--- src/rtl/macc_dsp_pipe_if.sv ---
// Beat-in / result-out bundle for macc_dsp_pipe.
// The master side produces operand beats and consumes results.
interface macc_dsp_pipe_if;
    logic        in_valid;
    logic        in_ready;
    logic [17:0] in_a;
    logic [24:0] in_b;
    logic        in_load;
    logic        in_last;
    logic        out_valid;
    logic        out_ready;
    logic [47:0] out_p;
    logic        out_ovf;
    logic        out_last;

    modport master (
        output in_valid, in_a, in_b, in_load, in_last, out_ready,
        input  in_ready, out_valid, out_p, out_ovf, out_last
    );

    modport slave (
        input  in_valid, in_a, in_b, in_load, in_last, out_ready,
        output in_ready, out_valid, out_p, out_ovf, out_last
    );
endinterface

--- src/rtl/macc_dsp_pipe.sv ---
// Three-stage unsigned 18x25 multiply with 48-bit accumulate.
// Stage 1 registers operands, stage 2 the product, stage 3 the accumulator.
// A single advance enable freezes every stage while a result is refused.
module macc_dsp_pipe #(
    parameter int LATENCY = 3
) (
    input logic           clk,
    input logic           rst,
    macc_dsp_pipe_if.slave bus
);
    localparam int DATA_W = 18;
    localparam int COEF_W = 25;
    localparam int PROD_W = DATA_W + COEF_W;
    localparam int ACC_W  = 48;

    // The pipeline depth is structural; LATENCY only documents it.
    if (LATENCY != 3) begin : g_latency_check
        $error("macc_dsp_pipe: LATENCY is fixed at 3");
    end

    // Full-width add that exposes the carry out of the accumulator.
    function automatic logic [ACC_W:0] acc_add(input logic [ACC_W-1:0] acc,
                                               input logic [ACC_W-1:0] addend);
        return {1'b0, acc} + {1'b0, addend};
    endfunction

    // Stage 1: operand registers
    logic              v_p1_q,    v_p1_d;
    logic [DATA_W-1:0] a_p1_q,    a_p1_d;
    logic [COEF_W-1:0] b_p1_q,    b_p1_d;
    logic              load_p1_q, load_p1_d;
    logic              last_p1_q, last_p1_d;
    // Stage 2: product registers
    logic              v_p2_q,    v_p2_d;
    logic [ACC_W-1:0]  m_p2_q,    m_p2_d;
    logic              load_p2_q, load_p2_d;
    logic              last_p2_q, last_p2_d;
    // Stage 3: accumulator and result flags
    logic              v_p3_q,    v_p3_d;
    logic [ACC_W-1:0]  p_p3_q,    p_p3_d;
    logic              ovf_p3_q,  ovf_p3_d;
    logic              last_p3_q, last_p3_d;

    logic              ce;
    logic [PROD_W-1:0] prod_p1;
    logic [ACC_W:0]    sum_p2;

    // A held result stalls everything; an empty output slot never blocks.
    assign ce           = !v_p3_q || bus.out_ready;
    assign bus.in_ready = ce;

    assign prod_p1 = PROD_W'(a_p1_q) * PROD_W'(b_p1_q);
    assign sum_p2  = acc_add(p_p3_q, m_p2_q);

    assign bus.out_valid = v_p3_q;
    assign bus.out_p     = p_p3_q;
    assign bus.out_ovf   = ovf_p3_q;
    assign bus.out_last  = last_p3_q;

    // Next-state for all stages; every register holds unless ce advances it.
    always_comb begin
        v_p1_d    = v_p1_q;
        a_p1_d    = a_p1_q;
        b_p1_d    = b_p1_q;
        load_p1_d = load_p1_q;
        last_p1_d = last_p1_q;
        v_p2_d    = v_p2_q;
        m_p2_d    = m_p2_q;
        load_p2_d = load_p2_q;
        last_p2_d = last_p2_q;
        v_p3_d    = v_p3_q;
        p_p3_d    = p_p3_q;
        ovf_p3_d  = ovf_p3_q;
        last_p3_d = last_p3_q;
        if (ce) begin
            // p0 -> p1: operands are captured even on bubbles
            v_p1_d    = bus.in_valid;
            a_p1_d    = bus.in_a;
            b_p1_d    = bus.in_b;
            load_p1_d = bus.in_load;
            last_p1_d = bus.in_last;
            // p1 -> p2: product, zero-extended to accumulator width
            v_p2_d    = v_p1_q;
            m_p2_d    = {{(ACC_W-PROD_W){1'b0}}, prod_p1};
            load_p2_d = load_p1_q;
            last_p2_d = last_p1_q;
            // p2 -> p3: only valid beats touch the accumulator
            v_p3_d    = v_p2_q;
            if (v_p2_q) begin
                if (load_p2_q) begin
                    p_p3_d   = m_p2_q;
                    ovf_p3_d = 1'b0;
                end else begin
                    p_p3_d   = sum_p2[ACC_W-1:0];
                    ovf_p3_d = ovf_p3_q | sum_p2[ACC_W];
                end
                last_p3_d = last_p2_q;
            end
        end
    end

    // Valid pipeline and architecturally visible result state, cleared by reset.
    always_ff @(posedge clk) begin
        if (rst) begin
            v_p1_q    <= 1'b0;
            v_p2_q    <= 1'b0;
            v_p3_q    <= 1'b0;
            p_p3_q    <= '0;
            ovf_p3_q  <= 1'b0;
            last_p3_q <= 1'b0;
        end else begin
            v_p1_q    <= v_p1_d;
            v_p2_q    <= v_p2_d;
            v_p3_q    <= v_p3_d;
            p_p3_q    <= p_p3_d;
            ovf_p3_q  <= ovf_p3_d;
            last_p3_q <= last_p3_d;
        end
    end

    // Datapath carried alongside the valids; qualified by them, so no reset.
    always_ff @(posedge clk) begin
        a_p1_q    <= a_p1_d;
        b_p1_q    <= b_p1_d;
        load_p1_q <= load_p1_d;
        last_p1_q <= last_p1_d;
        m_p2_q    <= m_p2_d;
        load_p2_q <= load_p2_d;
        last_p2_q <= last_p2_d;
    end
endmodule

--- src/flat_wrapper.sv ---
// flat-port wrapper written by rule: the top's interface ports become plain ports
module macc_dsp_pipe_flat 
#(
    parameter int LATENCY = 3
)
  (clk, rst, bus_in_valid, bus_in_a, bus_in_b, bus_in_load, bus_in_last, bus_out_ready, bus_in_ready, bus_out_valid, bus_out_p, bus_out_ovf, bus_out_last);
  macc_dsp_pipe_if bus_i ();
  input logic clk;
  input logic rst;
  input wire logic [$bits(bus_i.in_valid)-1:0] bus_in_valid;
  input wire logic [$bits(bus_i.in_a)-1:0] bus_in_a;
  input wire logic [$bits(bus_i.in_b)-1:0] bus_in_b;
  input wire logic [$bits(bus_i.in_load)-1:0] bus_in_load;
  input wire logic [$bits(bus_i.in_last)-1:0] bus_in_last;
  input wire logic [$bits(bus_i.out_ready)-1:0] bus_out_ready;
  output wire logic [$bits(bus_i.in_ready)-1:0] bus_in_ready;
  output wire logic [$bits(bus_i.out_valid)-1:0] bus_out_valid;
  output wire logic [$bits(bus_i.out_p)-1:0] bus_out_p;
  output wire logic [$bits(bus_i.out_ovf)-1:0] bus_out_ovf;
  output wire logic [$bits(bus_i.out_last)-1:0] bus_out_last;
  assign bus_i.in_valid = bus_in_valid;
  assign bus_i.in_a = bus_in_a;
  assign bus_i.in_b = bus_in_b;
  assign bus_i.in_load = bus_in_load;
  assign bus_i.in_last = bus_in_last;
  assign bus_i.out_ready = bus_out_ready;
  assign bus_in_ready = bus_i.in_ready;
  assign bus_out_valid = bus_i.out_valid;
  assign bus_out_p = bus_i.out_p;
  assign bus_out_ovf = bus_i.out_ovf;
  assign bus_out_last = bus_i.out_last;
  macc_dsp_pipe #(.LATENCY(LATENCY)) u_core (.clk(clk), .rst(rst), .bus(bus_i));
endmodule
--- config.mk ---
export PLATFORM = sky130hd
export DESIGN_NAME = macc_dsp_pipe_flat
export DESIGN_NICKNAME = d
export VERILOG_FILES = /design/src/rtl/macc_dsp_pipe_if.sv /design/src/rtl/macc_dsp_pipe.sv /design/src/flat_wrapper.sv
export SDC_FILE = /design/constraint.sdc
export NUM_CORES = 1
export LEC_CHECK = 0
export ABC_CLOCK_PERIOD_IN_PS = 7350
export BUFFER_PORTS_ARGS = -buffer_cell sky130_fd_sc_hd__clkbuf_2
export CORE_ASPECT_RATIO = 1.25
export CORE_MARGIN = 2
export CORE_UTILIZATION = 65
export CTS_CLUSTER_SIZE = 12
export DETAILED_ROUTE_END_ITERATION = 7
export PLACE_DENSITY = 0.84
export SLEW_MARGIN = 30
export SYNTH_ARGS = -nofsm -noshare
export SYNTH_HDL_FRONTEND = slang
export SYNTH_SLANG_ARGS = --single-unit
--- constraint.sdc ---
create_clock -name clk -period 7.35 [get_ports clk]
set_input_delay 1.8375 -clock clk [delete_from_list [all_inputs] [get_ports clk]]
set_output_delay 1.8375 -clock clk [all_outputs]
set_load 0.01 [all_outputs]
==> results of run 1 <==
[path summary, 6_finish.rpt]
path	from	endpoint	slack, ns	cells after the start
worst max register to register	u_core.a_p1_q[3]	u_core.m_p2_q[37]	0.43	23
worst max-delay path	u_core.a_p1_q[3]	u_core.m_p2_q[37]	0.43	23
worst min register to register	u_core.last_p1_q	u_core.last_p2_q	0.42	0
worst min-delay path	u_core.last_p1_q	u_core.last_p2_q	0.42	0
[cell families (layout without fill, tap and decap cells)]
| family | count (synthesis) | after routing | synth area share (%) |
|---|---|---|---|
| compound gates | 319 | 319 | 9.86 |
| xor+xnor | 72 | 72 | 2.91 |
| fa+ha+maj | 529 | 529 | 43.4 |
| buf+inv | 568 | 608 | 9.95 |
| flops | 143 | 143 | 17.4 |
| mux | 12 | 12 | 0.566 |
| simple gates | 725 | 725 | 16.0 |
[final cells by class]
type / count / area share (%)
tap: 418 / 2.27
multi-input combinational: 1657 / 68.4
timing repair buffer: 126 / 3.19
clock inverter: 15 / 0.549
clock buffer: 17 / 1.85
sequential: 143 / 16.4
inverter: 450 / 7.34
[cells in the mapped netlist, types with 9 or more instances]
cell type / number / share of area [%]
inv_1: 450 / 7.8
fa_1: 369 / 34
nand2_1: 347 / 6.0
and2_1: 177 / 5.1
ha_1: 160 / 9.2
clkbuf_1: 105 / 1.8
edfxtp_1: 90 / 12
nor2_1: 86 / 1.5
a21oi_1: 83 / 1.9
o21ai_0: 62 / 1.4
dfxtp_1: 53 / 4.9
a21o_1: 41 / 1.4
xnor2_1: 40 / 1.6
xor2_1: 32 / 1.3
o211ai_1: 26 / 0.90
a211oi_1: 24 / 0.83
nand3_1: 20 / 0.46
nor3_1: 20 / 0.46
nand4_1: 13 / 0.38
a31oi_1: 12 / 0.35
o21bai_1: 12 / 0.42
mux2i_1: 10 / 0.46
nand2b_1: 10 / 0.29
nor2b_1: 9 / 0.26
o21a_1: 9 / 0.31
[critical path: stages (launching register included)]
cell and delay [ns]:
edfxtp_1 0.73, buf_4 0.29, nand2_1 0.09, fa_1 0.56, inv_1 0.05, fa_1 0.54
inv_1 0.06, fa_1 0.52, inv_1 0.07, fa_1 0.44, fa_1 0.54, inv_1 0.07
fa_1 0.50, inv_1 0.05, ha_1 0.37, a21oi_1 0.18, o21bai_1 0.08, a21oi_1 0.16
o21ai_0 0.16, a2111oi_2 0.31, nor3_2 0.14, and3_1 0.22, o41ai_1 0.42, xnor2_1 0.10
[flip-flops by register name, summed over array words and instances, names as in the netlist]
name	cells
u_core.bus.out_ovf	1
u_core.m_p2_q	43
u_core.last_p1_q	1
u_core.v_p1_q	1
u_core.b_p1_q	25
u_core.load_p1_q	1
u_core.last_p2_q	1
u_core.load_p2_q	1
u_core.a_p1_q	18
u_core.bus.out_p	48
u_core.bus.out_last	1
u_core.bus.out_valid	1
u_core.v_p2_q	1
[metal layers]
metal  vias up  wire [um]  global-route usage [%]
met5         -          0                       0
met4         0       2100                    15.0
met3       191       4830                    6.16
met2       875      26900                    55.6
met1      8244      20500                    40.3
li1       7459          -                       -
[through the flow]
step | hold slack [ns] | instance area, um2 | setup WS [ns]
finish | 0.422 | 23000 | 0.429
global route | 0.430 | 23000 | 0.0203
CTS | 0.422 | 22900 | 0.319
detailed placement | 0.406 | 22400 | 0.348
global placement | 0.405 | 22400 | 0.475
floorplan | 0.400 | 21700 | 0.913
==> impl_metrics.json, run 1 <==
{
  "crit_type": "register to register",
  "fin_crit_sh_pct": 94.2,
  "cts_setup_buffers": 0,
  "status": "finished with violations",
  "cts_root_buf": "clkbuf_16",
  "wire_per_inst_um": 19.2,
  "synth_edf_count": 90,
  "cts_tree": "done",
  "min_path_type": "register to register",
  "drtAntennaViolNets": 0,
  "die_h_um": 208,
  "max_clock_freq_mhz": 144,
  "place.gp.congestion": 0.951,
  "critPathArrivalTime_ns": 7.14,
  "cts_max_path_buffers": 2,
  "grt_pass1_vias": 18200,
  "clk_pin_slew_ns": 0.09,
  "clock-sinks": 143,
  "multi_input_comb_area_um2": 15700,
  "worstMarginPinSlew_ns": 1.08,
  "period_minus_slack_ns": 6.92,
  "tns_ns": 0,
  "core_area_um2": 32800,
  "cp-start-kind": "register",
  "post-dp-hpwl_mm": 41.0,
  "crit_required_ns": 7.57,
  "grt_pass1_wl_mm": 89.6,
  "ys_ff_latch": 143,
  "nNetsFinal": 2973,
  "num_vias": 16800,
  "syn_inst": 2368,
  "maxSlewHeadroom_pct": 28.0,
  "crit_fanout": 17,
  "std_cell_rows": 74,
  "die_w_um": 167,
  "fin_skew_ns": 0.0216,
  "grt_max_degree": 76,
  "wl_mm": 54.3,
  "critPathCaptureType": "register",
  "slew_viol_final": 0,
  "seq_area_um2": 3760,
  "drc": 13,
  "portBuffers": 100,
  "utilization_pct": 70.2,
  "ys.flop_type": "edfxtp_1",
  "hold_viol": 0,
  "ios": 101,
  "antenna_found_initial": 1,
  "synth-async-reset-ratio_pct": 0,
  "grt.overflow.total": 0,
  "start_util_pct": 66.1,
  "h-tree-depth": 4,
  "seq_area_frac_synth_pct": 17.4,
  "syn2layout_area_growth_pct": 6.23,
  "clk_latency_ns": 0.47,
  "vias_per_cell": 5.93,
  "final_cell_mix": "inv_1, fa_1, nand2_1",
  "die-area_um2": 34800,
  "cts_buffers": 17,
  "drv_cap": 0,
  "n_fill_cell": 2460,
  "layout_commonest_cell": "inv_1",
  "avgSynthCellArea_um2": 9.15,
  "cts_resized": 0,
  "yosys_warnings": 0,
  "drive_above_1_share_pct": 8.10,
  "synth_area_um2": 21700,
  "drtIter0Drc": 1556,
  "setup_viol": 0,
  "hold_buffers": 0,
  "dp.cells": 2788,
  "diodes": 0,
  "violations": "design-rule violations",
  "rsz0062_at_grt": "false",
  "synth_cell_types": 74,
  "grt_usage_pct": 32.6,
  "drtPass1Iterations": 8,
  "layoutNonFillerInstCount": 2826,
  "syn_nets": 2946
}
Power of run 1 is left out: the tool's default activity adds up to more than one toggle a clock period on the data nets, which glitch-free logic cannot reach.
==> run 2: changes to the inputs <==
ABC_CLOCK_PERIOD_IN_PS = 8900   (was 7350)
CORE_UTILIZATION = 68   (was 65)
PLACE_DENSITY = 0.87   (was 0.84)
clock period = 8.9 ns   (was 7.35 ns; I/O delays follow)
==> impl_metrics.json, run 2 (synthesized netlist as in run 1, its figures left out) <==
{
  "status": "completed",
  "top_usage_layer": "met2",
  "drv_cap": 0,
  "syn2layout_area_growth_pct": 6.20,
  "crit_type": "register to register",
  "critPathArrivalTime_ns": 7.49,
  "wl_mm": 53.7,
  "ios": 101,
  "grt.overflow.total": 0,
  "cts_root_buf": "clkbuf_16",
  "hold_buffers": 0,
  "die-area_um2": 33300,
  "cts_max_path_buffers": 2,
  "cp-start-kind": "register",
  "vias_per_cell": 5.97,
  "hold_viol": 0,
  "grt_use_met3_pct": 8.09,
  "grt_pass1_vias": 18100,
  "critPathCaptureType": "register",
  "cts_resized": 0,
  "layout_commonest_cell": "inv_1",
  "holdPathEnd": "u_core.load_p2_q",
  "largest_register_ffs": 48,
  "final_cell_mix": "inv_1, fa_1, nand2_1",
  "start_util_pct": 68.5,
  "clk_pin_slew_ns": 0.07,
  "die_w_um": 164,
  "met2_usage_pct": 57.8,
  "crit_required_ns": 9.10,
  "grt_pass1_wl_mm": 87.8,
  "core_area_um2": 31600,
  "drtIter0Drc": 1315,
  "min_path_cells": 0,
  "cts_setup_buffers": 0,
  "slew_viol_final": 0,
  "grt_usage_pct": 33.8,
  "max_clock_freq_mhz": 137,
  "hold_start": "u_core.load_p1_q",
  "setup_viol": 0,
  "nNetsFinal": 2963,
  "tns_ns": 0,
  "clk_latency_ns": 0.45,
  "timing.rr.start": "u_core.a_p1_q[3]",
  "period_minus_slack_ns": 7.29,
  "drc": 0,
  "r2r_slack_ns": 1.61,
  "met1_usage_pct": 40.3,
  "maxSlewHeadroom_pct": 29.8,
  "h-tree-depth": 4,
  "std_cell_rows": 73,
  "drive_above_1_share_pct": 7.76,
  "post-dp-hpwl_mm": 39.6,
  "layoutNonFillerInstCount": 2810,
  "r2r_cells": 22,
  "fin_crit_sh_pct": 81.9,
  "worstMarginPinSlew_ns": 1.05,
  "grt_max_degree": 76,
  "cts_tree": "done",
  "fin_skew_ns": 0.0188,
  "diodes": 0,
  "crit_fanout": 25,
  "clock-sinks": 143,
  "place.gp.congestion": 0.956,
  "dp.cells": 2770,
  "wire_per_inst_um": 19.1,
  "antenna_found_initial": 0,
  "min_path_type": "register to register",
  "die_h_um": 204,
  "worst_r2r_endpoint": "u_core.m_p2_q[42]",
  "rsz0062_at_grt": "false",
  "num_vias": 16800,
  "cts_buffers": 17,
  "portBuffers": 100,
  "drtPass1Iterations": 8,
  "drtAntennaViolNets": 0
}
==> run 2: changes by cell type in the layout (fill, tap and decap cells not counted), moves of 2 or more <==
| cell | change |
|---|---|
| clkinv_4 | -3 |
| buf_4 | -15 |
| buf_6 | +2 |
| clkinv_2 | -2 |
| buf_8 | +2 |
==> run 2: worst max-delay path by stage <==
| stage | from | to | cells after the start |
|---|---|---|---|
| 2_1_floorplan | bus_out_ready | bus_in_ready | 2 |
| 3_3_place_gp | u_core.a_p1_q[3] | u_core.m_p2_q[42] | 22 |
| 3_5_place_dp | u_core.a_p1_q[4] | u_core.m_p2_q[42] | 22 |
| 4_1_cts | u_core.a_p1_q[4] | u_core.m_p2_q[42] | 22 |
| 5_1_grt | u_core.a_p1_q[3] | u_core.m_p2_q[42] | 22 |
| 6_report | u_core.a_p1_q[3] | u_core.m_p2_q[42] | 22 |
==> run 2: area by class of cell <==
type / count / area (um2)
Clock buffer: 18 / 439
Clock inverter: 14 / 143
Fill cell: 2209 / 8600
Inverter: 450 / 1690
Multi-Input combinational cell: 1657 / 15800
Sequential cell: 143 / 3760
Tap cell: 412 / 515
Timing Repair Buffer: 116 / 701
==> run 2: metrics by stage <==
stage	setup WS (ns)	hold WS [ns]	util, %	instance area (um2)
after floorplan	1.69	0.400	-	21700
after global placement	1.96	0.407	70.4	22300
after detailed placement	1.64	0.425	70.6	22300
after CTS	1.64	0.440	72.4	22900
after global routing	1.43	0.450	72.8	23000
final	1.61	0.438	72.8	23000
==> run 2: worst max-delay path: stages, from the launching register on <==
cell	delay, ns
edfxtp_1	1.00
nand2_1	0.19
fa_1	0.59
inv_1	0.06
fa_1	0.55
inv_1	0.06
fa_1	0.50
inv_1	0.06
fa_1	0.47
fa_1	0.53
inv_1	0.06
fa_1	0.47
inv_1	0.04
ha_1	0.39
nand4_1	0.14
or2_2	0.34
nor2_1	0.09
o21ai_0	0.21
and3_1	0.26
o21ai_0	0.54
a311o_1	0.27
a21oi_1	0.08
xnor2_1	0.13
==> run 2: layer usage <==
| layer | vias to the layer above | part of all wire, % |
|---|---|---|
| met2 | 922 | 50 |
| met4 | 0 | 4.5 |
| met1 | 8200 | 36 |
| met5 | - | 0 |
| li1 | 7435 | - |
| met3 | 212 | 9.0 |
Power of run 2 is left out for the same reason.
